### src/rtl/mem_access_arbiter.sv
// mem_access_arbiter
// Shares the single-ported Memory_System between instruction fetch
// (read-only) and load/store (read/write). It grants at most one access per
// cycle, drives the memory bus from the winner, and steers the read data
// returned one cycle later back to the requester that owns it.
//
// Ports:
//   clk, reset                 system clock (rising edge), async active-high reset
//   If_Req_i / If_Addr_i       fetch request and address (held until granted)
//   If_Gnt_o                   fetch accepted this cycle (combinational)
//   If_Valid_o / If_Data_o     fetched word, one cycle after If_Gnt_o
//   Ls_Req_i / Ls_We_i         load/store request, 1 = store
//   Ls_Addr_i / Ls_Wdata_i     load/store address and store data
//   Ls_Gnt_o                   load/store accepted this cycle (combinational)
//   Ls_Valid_o / Ls_Rdata_o    load data / store ack, one cycle after Ls_Gnt_o
//   Address_o, Write_Enable_o,
//   Write_Data_o               memory bus to Memory_System
//   Read_Data_i                synchronous read data from Memory_System
//
// Build option: MEM_ARB_ROUND_ROBIN_EN
//   undefined : load/store has priority; fetch wins once load/store has been
//               granted STARVE_LIMIT times in a row while fetch waited.
//   defined   : alternate between requesters when both request.
//
// Return-path owner states:
//   state    | meaning
//   OWN_IDLE | nothing granted last cycle, Read_Data_i is ignored
//   OWN_IF   | Read_Data_i belongs to fetch
//   OWN_LS   | Read_Data_i belongs to load/store (load data or store ack)

module mem_access_arbiter #(
  parameter int DATA_WIDTH   = 32,
  parameter int ADDR_WIDTH   = 32,
  parameter int STARVE_LIMIT = 4
) (
  input  logic                  clk,
  input  logic                  reset,
  input  logic                  If_Req_i,
  input  logic [ADDR_WIDTH-1:0] If_Addr_i,
  output logic                  If_Gnt_o,
  output logic                  If_Valid_o,
  output logic [DATA_WIDTH-1:0] If_Data_o,
  input  logic                  Ls_Req_i,
  input  logic                  Ls_We_i,
  input  logic [ADDR_WIDTH-1:0] Ls_Addr_i,
  input  logic [DATA_WIDTH-1:0] Ls_Wdata_i,
  output logic                  Ls_Gnt_o,
  output logic                  Ls_Valid_o,
  output logic [DATA_WIDTH-1:0] Ls_Rdata_o,
  output logic [ADDR_WIDTH-1:0] Address_o,
  output logic                  Write_Enable_o,
  output logic [DATA_WIDTH-1:0] Write_Data_o,
  input  logic [DATA_WIDTH-1:0] Read_Data_i
);

  typedef enum logic [1:0] {
    OWN_IDLE = 2'd0,
    OWN_IF   = 2'd1,
    OWN_LS   = 2'd2
  } owner_t;

  owner_t                owner_q, owner_d;
  logic                  if_gnt, ls_gnt;
  logic [ADDR_WIDTH-1:0] addr_q;

`ifdef MEM_ARB_ROUND_ROBIN_EN
  // 1 = fetch won the most recent grant; reset value favours load/store first.
  logic last_if_q;

  always_comb begin
    if_gnt = 1'b0;
    ls_gnt = 1'b0;
    if (!reset) begin
      if (If_Req_i && Ls_Req_i) begin
        if_gnt = ~last_if_q;
        ls_gnt = last_if_q;
      end else begin
        if_gnt = If_Req_i;
        ls_gnt = Ls_Req_i;
      end
    end
  end

  always_ff @(posedge clk or posedge reset) begin
    if (reset) begin
      last_if_q <= 1'b1;
    end else if (if_gnt) begin
      last_if_q <= 1'b1;
    end else if (ls_gnt) begin
      last_if_q <= 1'b0;
    end
  end
`else
  localparam logic [3:0] LIMIT = 4'(STARVE_LIMIT);

  logic [3:0] starve_cnt;
  logic       fetch_escape;

  assign fetch_escape = (starve_cnt == LIMIT);

  always_comb begin
    if_gnt = 1'b0;
    ls_gnt = 1'b0;
    if (!reset) begin
      if (If_Req_i && (!Ls_Req_i || fetch_escape)) begin
        if_gnt = 1'b1;
      end else if (Ls_Req_i) begin
        ls_gnt = 1'b1;
      end
    end
  end

  // Counts load/store grants taken while fetch was waiting; saturates so the
  // escape condition stays asserted until fetch actually gets in.
  always_ff @(posedge clk or posedge reset) begin
    if (reset) begin
      starve_cnt <= 4'd0;
    end else if (!If_Req_i || if_gnt) begin
      starve_cnt <= 4'd0;
    end else if (ls_gnt && (starve_cnt != LIMIT)) begin
      starve_cnt <= starve_cnt + 4'd1;
    end
  end
`endif

  assign If_Gnt_o = if_gnt;
  assign Ls_Gnt_o = ls_gnt;

  // Bus drive: winner's address, otherwise hold the last granted one so the
  // memory address lines do not toggle on idle cycles.
  always_ff @(posedge clk or posedge reset) begin
    if (reset) begin
      addr_q <= '0;
    end else if (if_gnt) begin
      addr_q <= If_Addr_i;
    end else if (ls_gnt) begin
      addr_q <= Ls_Addr_i;
    end
  end

  assign Address_o      = if_gnt ? If_Addr_i : (ls_gnt ? Ls_Addr_i : addr_q);
  assign Write_Enable_o = ls_gnt & Ls_We_i;
  assign Write_Data_o   = reset ? '0 : Ls_Wdata_i;

  // Return-path owner FSM.
  always_ff @(posedge clk or posedge reset) begin
    if (reset) begin
      owner_q <= OWN_IDLE;
    end else begin
      owner_q <= owner_d;
    end
  end

  always_comb begin
    owner_d = OWN_IDLE;
    if (if_gnt) begin
      owner_d = OWN_IF;
    end else if (ls_gnt) begin
      owner_d = OWN_LS;
    end
  end

  assign If_Valid_o = (owner_q == OWN_IF);
  assign Ls_Valid_o = (owner_q == OWN_LS);
  assign If_Data_o  = If_Valid_o ? Read_Data_i : '0;
  assign Ls_Rdata_o = Ls_Valid_o ? Read_Data_i : '0;

endmodule

### config.mk
export PLATFORM = sky130hd
export DESIGN_NAME = mem_access_arbiter
export DESIGN_NICKNAME = d
export VERILOG_FILES = /design/src/rtl/mem_access_arbiter.sv
export SDC_FILE = /design/constraint.sdc
export NUM_CORES = 1
export LEC_CHECK = 0
export ABC_AREA = 1
export CAP_MARGIN = 20
export CORE_AREA = 4 4 101 103
export DETAILED_ROUTE_END_ITERATION = 12
export DIE_AREA = 0 0 105 107
export PLACE_DENSITY = 0.81
export SLEW_MARGIN = 10
export SYNTH_ARGS = -nofsm -noshare
export SYNTH_HDL_FRONTEND = slang
export SYNTH_SLANG_ARGS = --single-unit
### constraint.sdc
create_clock -name clk -period 5.4 [get_ports clk]
set_input_delay 1.08 -clock clk [delete_from_list [all_inputs] [get_ports clk]]
set_output_delay 1.08 -clock clk [all_outputs]
set_load 0.01 [all_outputs]
Word level (Yosys, flattened, before mapping)
Index checks and enable logic that the tools add are counted.

Bits in registers: 38. Output and inout port bits: 133. Bits of input ports: 133. Word-level logic and storage cells: 30.

Add/sub/neg operators: 1. Equality and inequality tests: 4. Mux-type cells: 14. Bitwise logic cells: 1. Reduce and logical (&&, ||, !) cells: 7.

Operators by type and width (count): 32-bit two-way mux (5); 4-bit two-way mux (2); 1-bit two-way mux (5); 4-bit by 1-bit adder with 4-bit output (second input constant) (1); 4-bit by 3-bit == test with 1-bit output (second input constant) (1); 2-bit two-way mux (2); 4-bit by 3-bit != test with 1-bit output (second input constant) (1); 2-bit by 1-bit == test with 1-bit output (second input constant) (1); 2-bit == test (second input constant) (1); 1-bit logical AND (2); 1-bit zero test (2); 1-bit logical OR (2); 2-bit nonzero test (1); 1-bit AND (1).

Logic depth before layout (Yosys ltp)
Gate-level depths: netlist of the first run.

Depth in word-level cells: 8. Mapped depth: 10. Depth with buffers taken out: 9.

Worst setup path after synthesis of the first run
OpenSTA, ideal clock, no wires.

Path type: input-to-output. Start point: in reset. End point: out Address_o[13]. Required time: 4.320 ns. Buffers on the path: 2. Arrival time: 2.383 ns. Setup slack: 1.937 ns. Stages: 7. Cell sequence: buf_4 inv_2 buf_2 nand4_1 nand2_1 clkinv_1 nand2_1.

Cells in the longest elaborated chain, start to end: 3. Elaborated cells on any way between the ends: 4. Classes of those cells: mux: 4.

RTL lines: start: declaration (RTL line 37) `input logic reset,`; 1-bit two-way mux (RTL line 104) `if (!reset) begin`; 32-bit two-way mux; 32-bit two-way mux (*); end: declaration (RTL line 50) `output logic [ADDR_WIDTH-1:0] Address_o,`.

Every way passes the cells marked *; elsewhere a longest branch is shown, timed or not.

Worst setup path in the final report of the first run
Start point: in Ls_Req_i. End point: out Address_o[20].

Cells in the longest elaborated chain, start to end: 7. Elaborated cells on any way between the ends: 10. Classes of those cells: mux: 7; reduce/logical: 3.

RTL lines: start: declaration (RTL line 43) `input logic Ls_Req_i,`; 1-bit zero test (RTL line 105) `if (If_Req_i && (!Ls_Req_i || fetch_escape)) begin`; 1-bit logical OR (RTL line 105); 1-bit logical AND (RTL line 105); 1-bit two-way mux (RTL line 105); 1-bit two-way mux (RTL line 104); 32-bit two-way mux; 32-bit two-way mux (*).

Marks and branches as above.

==> results.json, run 1 <==
{
  "top_layer_used": "met4",
  "first_iter_violations": 164,
  "worst_slack_ps": 757.1,
  "async_flop_share": 1.000,
  "core_area_mm2": 0.009196,
  "ir_drop_uv": 98.63,
  "total_power_mw": 1.003,
  "finalCritPeriodShare": 0.8598,
  "placed_cell_area_mm2": 0.005492,
  "clkTransAtPathRegs_ps": 80,
  "multiInputGateArea_mm2": 0.001301,
  "status": "finished clean",
  "grt_pass1_vias": 3921,
  "die_h_um": 107,
  "crit_slowest_cell": "nand3_2",
  "path_cells": "clkdlybuf4s50_1, nand2_4, nand3_2, inv_1, nand2_1, nand2_1, clkdlybuf4s50_1",
  "die_area_mm2": 0.01124,
  "fp.dieW_um": 105,
  "cts_buffers": 5,
  "syn2layout_area_growth_pct": 98.67,
  "synth_area_leader_cell": "dfrtp_1",
  "ys_seq_area_frac": 0.3369,
  "viasPerCell": 4.697,
  "track_usage": 0.2123,
  "startpoint_type": "primary input",
  "worstMarginPinSlew_ps": 1036,
  "hold_viol": 0,
  "dp_hpwl_mm": 9.961,
  "fin_util": 0.6098,
  "synth.distinct_cells": 22,
  "crit_arrival_ps": 3560,
  "synth_top_flop_cell": "dfrtp_1",
  "wl_met2_mm": 6.501,
  "register_area_um2": 950.9,
  "drive_gt1_frac": 0.02703,
  "num_rows": 35,
  "syn_avg_cell_area_um2": 6.150,
  "syn_nets": 594,
  "synth_commonest_cells": "103 x inv_1, 98 x nor2_1, 68 x nand2_1, 65 x nand3_1, 38 x dfrtp_1",
  "grt_pass1_wl_mm": 19.29,
  "ys_top_cells_by_area": "dfrtp_1 34%, inv_1 14%, nor2_1 13%, nand3_1 12%, nand2_1 9.0%",
  "clock_latency_ps": 290,
  "min_path_type": "reg2reg",
  "dp_slack_ps": 716.9,
  "netlist_instances": 459,
  "fillers": 818,
  "vias": 3828,
  "fmax_mhz": 215.4,
  "end_kind": "output port",
  "stdcell_count": 815,
  "dp_cells": 806,
  "timing.hold.ws_ps": 509.7,
  "synth_edf_count": 0,
  "setup_violations": 0,
  "cp_max_fo": 34,
  "cts-resized-gates": 0,
  "drt-met1-wl_mm": 4.277,
  "maxCapViolations": 0,
  "worst-setup-path-type": "in2out",
  "clockBufferDepth": 2,
  "wl_mm": 12.33,
  "cts_setup_buffers": 0,
  "grt_overflow": 0,
  "drtPass1Iterations": 4,
  "period_minus_slack_ps": 4643,
  "hold_buffers": 0,
  "place_congestion": 0.8459,
  "avgRoutedWirePerCell_um": 15.13,
  "rsz0062_at_grt": "false",
  "drcViolationCount": 0,
  "pwr_density_cell_mw_per_mm2": 178.8,
  "met3_length_mm": 1.208,
  "cpPeakStageDelay_ps": 640,
  "port_buffers": 265,
  "start_util": 0.3069,
  "finalMaxSlewViolations": 0,
  "yosys_register_bits": 38,
  "antenna_found_initial": 1,
  "relSlewSlack": 0.3080,
  "ios": 266,
  "cts_htree_levels": 2,
  "critPathRequiredTime_ps": 4320,
  "synth_area_mm2": 0.002823,
  "fin_area_mm2": 0.005608,
  "grt_max_degree": 72,
  "nets": 837,
  "cts_tree": "built",
  "ant_nets": 0,
  "cts_sinks": 38,
  "yosysMostFrequentCell": "inv_1",
  "cts_root_buf": "clkbuf_8",
  "power_leakage_nw": 2.756,
  "finClkSkew_ps": 8.913,
  "synth_top_area_share": 0.3369,
  "fin_tns_setup_ps": 0,
  "ys_warn_count": 0
}
## per-layer routing
| layer | track usage | up-vias |
|---|---|---|
| li1 | - | 1869 |
| met1 | 0.2222 | 1731 |
| met3 | 0.05780 | 18 |
| met4 | 0.07873 | 0 |
| met5 | 0 | - |
| met2 | 0.4033 | 210 |
## where the power goes
group / leakage (nW) / internal (mW) / switching, mW
sequential: 0.474 / 0.324 / 0.0110
clock: 0.0504 / 0.137 / 0.106
combinational: 2.23 / 0.236 / 0.188
## worst paths after layout
check / startpoint / endpoint / slack [ps] / depth (start not counted)
max: Ls_Req_i / Address_o[20] / 760 / 7
min: addr_q[31] / addr_q[31] / 510 / 2
max reg2reg: starve_cnt[0] / addr_q[13] / 3050 / 7
min reg2reg: addr_q[31] / addr_q[31] / 510 / 2
min in group asynchronous: reset / addr_q[19] / 1290 / 3
max in group asynchronous: reset / addr_q[17] / 3820 / 3
## cell usage in the layout (no fill, tap or decap), drive strengths merged
master and count:
buf 3, bufinv 1, clkbuf 5, clkdlybuf4s50 265
clkinv 6, clkinvlp 2, dfrtp 38, diode 1
ha 2, inv 104, nand2 71, nand3 67
nand3b 1, nand4 32, nor2 99, o21ai 2
o22ai 2, or2 1, xnor2 1, xor2 1
## flip-flops by register name, indices dropped and copies added, names as in the netlist
| register | count |
|---|---|
| starve_cnt | 4 |
| owner_q | 2 |
| addr_q | 32 |
## kinds of logic (layout without fill, tap and decap cells)
kind of cell	count (synthesis)	after routing	share of synthesized area
buf+inv	142	386	0.2021
fa+ha+maj	2	2	0.008864
flops	38	38	0.3369
compound gates	4	4	0.007978
simple gates	271	271	0.4379
other cells	0	1	0
xor+xnor	2	2	0.006207
## critical path, delay by kind of cell
| kind | cells | cell delay, ps |
|---|---|---|
| buf+inv | 3 | 1310 |
| simple gates | 4 | 1160 |
## cell type report
| class | instances | share of cell area |
|---|---|---|
| diodes | 1 | 0.0004462 |
| clock buffers | 5 | 0.01227 |
| clock inverters | 3 | 0.008032 |
| inverters | 110 | 0.07363 |
| multi-input cells | 279 | 0.2320 |
| flip-flops and latches | 38 | 0.1696 |
| well taps | 111 | 0.02477 |
| repair buffers | 268 | 0.4793 |
Power figures use the tool's default switching activity.
==> run 2, diff against run 1 <==
- CTS_CLUSTER_DIAMETER: default -> 100
==> results of run 2 <==
The final DEF is identical to that of run 1; final timing and power are the same.
==> run 3, diff against run 2 <==
- CELL_PAD_IN_SITES_DETAIL_PLACEMENT: default -> 0
- CELL_PAD_IN_SITES_GLOBAL_PLACEMENT: default -> 1
- CORE_AREA: 4 4 101 103 -> default
- CORE_ASPECT_RATIO: default -> 1.4
- CORE_MARGIN: default -> 4
- CORE_UTILIZATION: default -> 20
- DIE_AREA: 0 0 105 107 -> default
- PLACE_DENSITY: 0.81 -> default
- PLACE_DENSITY_LB_ADDON: default -> 0.1
==> results.json, run 3 (same netlist as run 1, synthesis figures left out) <==
{
  "drtPass1Iterations": 4,
  "cts_tree": "built",
  "drcViolationCount": 0,
  "crit_slowest_cell": "nand3_2",
  "die_h_um": 148.6,
  "track_usage": 0.1581,
  "end_kind": "output port",
  "cpPeakStageDelay_ps": 520,
  "grt_max_degree": 72,
  "rr_worst_depth": 8,
  "worstSetupEndpoint": "Address_o[11]",
  "cts_sinks": 38,
  "internal-power_mw": 0.7895,
  "fin_tns_setup_ps": 0,
  "cp_max_fo": 34,
  "min_from": "addr_q[24]",
  "cts-resized-gates": 0,
  "rsz0062_at_grt": "false",
  "fp.dieW_um": 108.4,
  "fillers": 1472,
  "worstMarginPinSlew_ps": 936.3,
  "grt_pass1_wl_mm": 19.89,
  "avgRoutedWirePerCell_um": 14.79,
  "core_area_mm2": 0.01385,
  "cts_root_buf": "clkbuf_16",
  "syn2layout_area_growth_pct": 104.4,
  "hold_viol": 0,
  "clockBufferDepth": 2,
  "drive_gt1_frac": 0.02983,
  "first_iter_violations": 179,
  "clock_latency_ps": 290,
  "ant_nets": 0,
  "port_buffers": 265,
  "ios": 266,
  "relSlewSlack": 0.3751,
  "vias": 3767,
  "finalCritPeriodShare": 0.8525,
  "startpoint_type": "primary input",
  "grt_overflow": 0,
  "top_register": "addr_q",
  "grt_pass1_vias": 3738,
  "power_switching_mw": 0.3176,
  "cts_htree_levels": 2,
  "netSwitchingFraction": 0.2869,
  "antenna_found_initial": 0,
  "cts_buffers": 5,
  "period_minus_slack_ps": 4603,
  "largest_reg_flops": 32,
  "start_util": 0.2038,
  "clkTransAtPathRegs_ps": 60,
  "hold_buffers": 0,
  "top_regs": "addr_q: 32 flops, starve_cnt: 4 flops, owner_q: 2 flops",
  "reg2reg_to": "addr_q[11]",
  "r2r_start": "starve_cnt[0]",
  "clock_power_share": 0.315,
  "die_area_mm2": 0.01611,
  "pwr_density_cell_mw_per_mm2": 191.9,
  "place_congestion": 0.7434,
  "viasPerCell": 4.237,
  "num_rows": 51,
  "final_cell_mix": "264 x clkdlybuf4s50_1, 103 x inv_1, 98 x nor2_1",
  "crit_start": "Ls_Req_i",
  "crit_arrival_ps": 3520,
  "diodes": 0,
  "cts_setup_buffers": 0,
  "maxCapViolations": 0,
  "sequentialPowerShare": 0.303,
  "combPwrFrac": 0.383,
  "min_path_type": "reg2reg",
  "dp_hpwl_mm": 10.33,
  "power_leakage_nw": 2.801,
  "worst-setup-path-type": "in2out",
  "crit_top_cell": "clkdlybuf4s50_1",
  "path_cells": "clkdlybuf4s50_1, nand2_4, nand3_2, buf_4, nand3_1, nand2_1, clkdlybuf4s50_1",
  "fmax_mhz": 217.2,
  "finClkSkew_ps": 7.029,
  "final_common_cell": "clkdlybuf4s50_1",
  "reg2reg_slack_ps": 3040,
  "fin_area_mm2": 0.005771,
  "nets": 839,
  "setup_violations": 0,
  "wl_mm": 13.15,
  "ir_drop_uv": 155.7,
  "finalMaxSlewViolations": 0,
  "placed_cell_area_mm2": 0.005587,
  "status": "finished clean",
  "critPathRequiredTime_ps": 4320
}
## run 3: layout make-up
class | count | area [um^2] | area share
clock inverters | 1 | 30.03 | 0.005204
inverters | 110 | 412.9 | 0.07155
clock buffers | 6 | 138.9 | 0.02407
multi-input cells | 279 | 1301 | 0.2255
flip-flops and latches | 38 | 950.9 | 0.1648
repair buffers | 270 | 2705 | 0.4688
well taps | 185 | 231.5 | 0.04011
## run 3: worst min-delay path by stage
stage / end / slack, ps / cells past startpoint
4_1_cts: addr_q[4] / 510 / 2
3_3_place_gp: addr_q[22] / 490 / 2
6_report: addr_q[24] / 500 / 2
2_1_floorplan: addr_q[13] / 530 / 2
3_5_place_dp: addr_q[24] / 490 / 2
5_1_grt: addr_q[15] / 520 / 2
## run 3: stage by stage
step | power (mW) | hold WS (ps) | cells | worst slack [ps] | utilization
3_3_place_gp | 0.7664 | 487.3 | 881 | 736.6 | 0.4035
4_1_cts | 1.130 | 510.2 | 888 | 686.1 | 0.4157
5_1_grt | 1.174 | 522.9 | 889 | 604.7 | 0.4167
6_report | 1.107 | 504.9 | 889 | 796.7 | 0.4167
2_1_floorplan | 0.5021 | 532.8 | 459 | 1937 | -
3_5_place_dp | 0.7693 | 492.0 | 881 | 699.0 | 0.4035
## run 3: critical path: cells and delay by family
kind	cells	cell delay, ps
AND/OR/NAND/NOR	4	1090
buffers and inverters	3	1350
## run 3: power by group through the flow
stage / combinational, mW / sequential [mW] / clock, mW
finish: 0.424 / 0.335 / 0.349
global route: 0.462 / 0.339 / 0.373
CTS: 0.431 / 0.335 / 0.364
detailed placement: 0.429 / 0.340 / 0
global placement: 0.426 / 0.340 / 0
floorplan: 0.165 / 0.337 / 0
## run 3: metal layers
layer	GRT usage	share of wire
met1	0.1706	0.34
met2	0.2936	0.53
met3	0.03951	0.099
met4	0.05496	0.025
met5	0	0
